### config.mk
export PLATFORM = sky130hd
export DESIGN_NAME = sub_reload_timer
export DESIGN_NICKNAME = d
export VERILOG_FILES = /design/src/rtl/sub_reload_timer.sv
export SDC_FILE = /design/constraint.sdc
export NUM_CORES = 1
export LEC_CHECK = 0
export CORE_ASPECT_RATIO = 0.6
export CORE_MARGIN = 5
export CORE_UTILIZATION = 35
export DETAILED_ROUTE_END_ITERATION = 10
export PLACE_DENSITY = 0.59
export SYNTH_ARGS = -nofsm -noshare
export SYNTH_HDL_FRONTEND = slang
export SYNTH_SLANG_ARGS = --single-unit
export TNS_END_PERCENT = 1
### constraint.sdc
create_clock -name clk -period 2.5 [get_ports clk]
set_clock_uncertainty 0.1 [all_clocks]
set_input_delay 0.25 -clock clk [delete_from_list [all_inputs] [get_ports clk]]
set_output_delay 0.25 -clock clk [all_outputs]
set_load 0.02 [all_outputs]
### src/rtl/sub_reload_timer.sv
// Reloadable countdown timer with a programmable reload register.
// Supports single-shot and auto-reload (periodic) operation with a one-cycle expire pulse.
module sub_reload_timer #(
  parameter int unsigned WIDTH          = 16,
  parameter int unsigned RELOAD_DEFAULT = 10
) (
  input  logic             clk,
  input  logic             rst_n,
  input  logic             cfg_we,
  input  logic [WIDTH-1:0] cfg_wdata,
  output logic [WIDTH-1:0] cfg_rdata,
  input  logic             start,
  input  logic             stop,
  input  logic             periodic,
  output logic [WIDTH-1:0] count,
  output logic             busy,
  output logic             expire
);

  localparam logic [WIDTH-1:0] RELOAD_RST = WIDTH'(RELOAD_DEFAULT);
  localparam logic [WIDTH-1:0] ONE        = WIDTH'(1);

  logic [WIDTH-1:0] reload_reg;
  logic             per_latch;
  logic             zero_pend;

  assign cfg_rdata = reload_reg;

  // A start with a zero reload never goes busy; zero_pend produces its pulse one edge later.
  always_ff @(posedge clk or negedge rst_n) begin
    if (!rst_n) begin
      reload_reg <= RELOAD_RST;
      count      <= '0;
      busy       <= 1'b0;
      expire     <= 1'b0;
      per_latch  <= 1'b0;
      zero_pend  <= 1'b0;
    end else begin
      if (cfg_we) begin
        reload_reg <= cfg_wdata;
      end
      expire    <= 1'b0;
      zero_pend <= 1'b0;
      if (stop) begin
        busy  <= 1'b0;
        count <= '0;
      end else if (start) begin
        per_latch <= periodic;
        if (reload_reg == '0) begin
          busy      <= 1'b0;
          count     <= '0;
          zero_pend <= 1'b1;
        end else begin
          busy  <= 1'b1;
          count <= reload_reg;
        end
      end else if (zero_pend) begin
        expire <= 1'b1;
      end else if (busy) begin
        if (count == ONE) begin
          expire <= 1'b1;
          // An auto-reload from a zero reload value would wrap, so it ends the run instead.
          if (per_latch && (reload_reg != '0)) begin
            count <= reload_reg;
          end else begin
            busy  <= 1'b0;
            count <= '0;
          end
        end else begin
          count <= count - ONE;
        end
      end
    end
  end

endmodule

* After elaboration in Yosys (flattened, before gate mapping)
Index checks and enable logic that the tools add are counted.
Storage, ports and cells: register bits 36, input port bits 22
Cells by class: $add $sub $neg 1, equal/unequal tests 2, multiplexer cells 22, bitwise gates (word level) 1, reduce and logical (&&, ||, !) cells 6
Operator list (number):
- 16-bit two-way mux | 7
- 16-bit by 1-bit == test with 1-bit output, second input constant | 1
- 16-bit logical NOT | 1
- 16-bit nonzero test | 1
- 16-bit by 1-bit subtractor with 16-bit output, second input constant | 1
- 1-bit two-way mux | 15
- 2-bit AND reduction | 2
- 3-bit != test, second input constant | 1
- 3-bit nonzero test | 1
- 1-bit logical AND | 1
- 1-bit inverter | 1

* Logic depth before layout (Yosys ltp)
word-level depth 8, mapped depth 8, gate-level depth less buffers 7

* Worst setup path before layout
No wires, ideal clock.
path type flip-flop to flip-flop, start point reg count[8], end point reg count[13], setup time 0.126 ns, data arrival time 2.003 ns, slack 0.271 ns, stages on the path, launching flop included 7, buffers on the path 1, clock period less this slack 2.229 ns, path through dfrtp_1 -> or4_1 -> or3_1 -> buf_6 -> nor4_2 -> mux2i_1 -> o21ai_2
On the way: longest elaborated chain between the ends 6, elaborated cells between the ends (all ways) 7
Ends and longest elaborated chain:
- start: declaration | RTL line 15 | output logic [WIDTH-1:0] count,
- start signal: assignment | RTL line 55 | count <= reload_reg;
- start signal: assignment | RTL line 64 | count <= reload_reg;
- start signal: assignment | RTL line 70 | count <= count - ONE;
- 16-bit by 1-bit subtractor with 16-bit output or 16-bit by 1-bit == test with 1-bit output (tied branches) | RTL line 70, 60
- 16-bit two-way mux (*) | RTL line 60 | if (count == ONE) begin
- 16-bit two-way mux (*) | RTL line 59 | end else if (busy) begin
- 16-bit two-way mux (*) | RTL line 57 | end else if (zero_pend) begin
- 16-bit two-way mux (*) | RTL line 47 | end else if (start) begin
- 16-bit two-way mux (*) | RTL line 44 | if (stop) begin
Mark *: on every way between the ends. The rest lies on a longest branch, timed or not. The select of a mux whose other input is x is not followed. A chain may end at the register's enable or synchronous reset.

* Final worst setup path
start point reg count[1], end point reg busy
On the way: longest elaborated chain between the ends 6
Ends and longest elaborated chain:
- 16-bit by 1-bit == test with 1-bit output | RTL line 60
- 1-bit two-way mux | RTL line 60
- 1-bit two-way mux | RTL line 59
- 1-bit two-way mux | RTL line 57
- 1-bit two-way mux | RTL line 47
- 1-bit two-way mux | RTL line 44
- end signal: assignment | RTL line 45 | busy <= 1'b0;
- end signal: assignment | RTL line 50 | busy <= 1'b0;
- end signal: assignment | RTL line 54 | busy <= 1'b1;
- end: declaration | RTL line 16 | output logic busy,
Every way passes these cells. The select of a mux whose other input is x is not followed.

==> metrics.md <==
| Metric | Value |
|---|---|
| Outcome | complete, no violations |
| Core ar. | approximately 0.0056 mm2 |
| IO Count | 56 |
| Pin count of the biggest net entering global routing | 37 |
| Drt pass-1 iters | 4 |
| Seq/Total Area, Yosys | 44.51% |
| Cell area after layout | 0.002948 mm2 |
| Die ar. | between 0.007 and 0.008 mm2 |
| Routed len/inst | roughly 17 um |
| Setup violators final | 0 |
| Post-Route Utilization | 52.67% |
| Drt total wl | between 6000 and 7000 um |
| Commonest cells post-synth | dfrtp_1, mux2_2, nand2_1, nor2_1 |
| Most common cell in the synthesized netlist | dfrtp_1 |
| Crit end category | flop |
| Synth Flop Type | dfrtp_1 |
| Total Routing Usage GR | roughly 18% |
| Least-Margin Pin Slew | about 0.82 ns |
| Antenna diodes | 0 |
| Vias | 1979 |
| # rows | 21 |
| Unique masters post-synth | 46 |
| Max Fclk | between 400 and 500 MHz |
| Ys Warns | 0 |
| EDFF count, synth | 0 |
| Sequential power share | roughly two fifths |
| First-pass GRT wire length | slightly above 10000 um |
| Worst min path class | reg2reg |
| Synth area leader | dfrtp_1 |
| Pre-CTS setup slack | around 0.22 ns |
| Tcrit/Tclk final | between 90 and 100% |
| Final ANT Viol Nets | 0 |
| Area occupied by registers | approximately 900 um2 |
| Min cycle time layout | approximately 2.3 ns |
| Number of vias per cell | ~5.3 |
| Clock Sinks | 36 |
| Area of the multi-input gates | ~0.0011 mm2 |
| Clk slew on worst S/H paths | about 0.070 ns |
| Pint | 1.200 mW |
| Fill count | between 500 and 600 |
| Detail Placement HPWL | approximately 4900 um |
| Power per Cell Area | slightly above 600 mW/mm2 |
| Synth async-reset ratio | between 90% and 100% |
| Cts bufs inserted | 5 |
| CTS tree | yes |
| Clock Latency Late Sink | 0.29 ns |
| Combinational power share | a little over a third |
| Total negative slack | 0 ns |
| Post-Synthesis Cell Area | around 0.0020 mm2 |
| Startpoint type of the worst setup path | flop |
| Final cell count without fillers | 371 |
| Layout area overhead | 45.25% |
| Top-area cell type share of the netlist area | between 40% and 50% |
| P_leak | 1.194 nW |
| Net Count, Synth | between 200 and 250 |
| Switching pwr | 0.6218 mW |
| Die Ht | 68.99 um |
| Post-CTS Setup Bufs | 0 |
| Number of port buffers | 55 |
| Seq cells post-synth | 36 |
| Clk network pwr share | between 20 and 30% |
| Max capacitance violation total | 0 |
| DRC errors left | 0 |
| Initial Util | 36.26% |
| Relative slew slack | between 40% and 50% |
| GPL Wtd Cong | around 0.9 |
| Final Hold Viols | 0 |
| Synth area leaders | dfrtp_1, mux2_2, a21oi_1 |
| Placed Area | around 0.0028 mm2 |
| Avg Inst Size Synth | around 9.7 um2 |
| Gate Count Post-Synth | 209 |
| Post-route setup slack | 0.1763 ns |
| RSZ-0062 raised after global routing | false |
| CTS root buffer | clkbuf_8 |
| Share of cells above drive strength 1 | 21.65% |
| Peak VDD IR | between 200 and 300 uV |
| Crit-path max FO | 7 |
| Max-slew violation count | 0 |
| Die X | between 100 and 150 um |
| Sw frac | between 30% and 40% |
| Initial antenna violation count | 0 |
| DR iter-0 viols | between 150 and 200 |
| Critical path type | reg2reg |
| Maximum root-to-sink buffer count | 2 |
| Placed insts | 362 |
| Req. time, crit path | 2.56 ns |
| Hold WS | around 0.46 ns |
| CTS H-Tree Depth | 2 |
| Total gr overflow | 0 |
| Post-layout power | 1.822 mW |
| Nets | 314 |
| CP arrival | approximately 2.4 ns |
| Number of global-route vias before repair | about 1900 |
## critical path, stage by stage, from the launching register on
cell,delay [ns]
dfrtp_1,0.44
inv_1,0.11
ha_1,0.14
or3b_2,0.51
nor2_1,0.17
buf_4,0.18
nand2_1,0.08
o311ai_0,0.38
nand2b_1,0.10
## per-layer routing
metal | share of wire [%] | track usage (%) | vias up | wire length, um
li1 | - | - | 954 | -
met1 | 50 | 27.11 | 918 | 3256
met2 | 39 | 25.62 | 103 | 2499
met3 | 11 | 6.605 | 4 | 682
met4 | 0.53 | 2.835 | 0 | 34
met5 | 0 | 0 | - | 0
## area by class of cell
type	instances	area share [%]
Sequential cell	36	30.65
Clock buffer	8	3.396
Timing Repair Buffer	84	25.98
Inverter	3	0.3820
Multi-Input combinational cell	160	36.21
Tap cell	80	3.396
## layout by cell type, fill, tap and decap left out, types with 2 or more instances in the layout
cell type / synthesis / routed
o211ai_1: 4 / 4
a21oi_1: 13 / 13
nand2b_1: 5 / 5
o21ai_2: 3 / 3
nand2_1: 16 / 16
clkbuf_8: 0 / 7
a31oi_1: 2 / 2
nor2b_1: 2 / 2
nand3_1: 9 / 9
a2bb2oi_1: 2 / 2
nor3_1: 4 / 4
xnor2_1: 3 / 3
or3_1: 2 / 2
clkdlybuf4s50_1: 0 / 54
a41oi_1: 4 / 4
a22oi_1: 4 / 4
ha_1: 2 / 2
o21ai_0: 13 / 13
dfrtp_1: 34 / 34
nand4_1: 6 / 6
buf_4: 0 / 28
nor2_1: 16 / 16
dfstp_2: 2 / 2
inv_1: 3 / 3
nor4_1: 9 / 9
mux2_2: 17 / 17
or4_1: 2 / 2
and3_1: 3 / 3
xor2_1: 2 / 2
## logic make-up after synthesis
group	count (synthesis)	share of synthesized area, %
fa+ha+maj	2	1.233
compound gates	54	17.45
simple gates	81	21.83
flops	36	44.51
xor+xnor	5	2.158
mux	18	9.926
buf+inv	13	2.898
## power groups by stage
| stage | clock network (mW) | registers, mW | logic [mW] |
|---|---|---|---|
| 3_3_place_gp | 0 | 0.725 | 0.638 |
| 5_1_grt | 0.505 | 0.727 | 0.695 |
| 4_1_cts | 0.476 | 0.715 | 0.642 |
| 6_report | 0.465 | 0.715 | 0.642 |
| 3_5_place_dp | 0 | 0.725 | 0.637 |
| 2_1_floorplan | 0 | 0.797 | 0.262 |
## sequential cells by signal (all words and copies together), names as in the netlist
signal     cells
cfg_rdata     16
count         16
busy           1
expire         1
per_latch      1
zero_pend      1
## what timing repair did
action	4_1_cts	5_1_grt
hold buffers	1	0
resized for setup	0	0
endpoints found under the hold margin	34	0
## path summary, 6_finish.rpt
kind                            depth (start not counted)            to    startpoint  slack [ns]
max in group asynchronous                               2  cfg_rdata[5]         rst_n        1.29
worst max register to register                          8          busy      count[1]        0.18
worst max-delay path                                    8          busy      count[1]        0.18
worst min-delay path                                    3     zero_pend  cfg_rdata[6]        0.46
min in group asynchronous                               2      count[4]         rst_n        0.49
worst min register to register                          3     zero_pend  cfg_rdata[6]        0.46
Note: power is estimated with default switching activity, not from simulation.
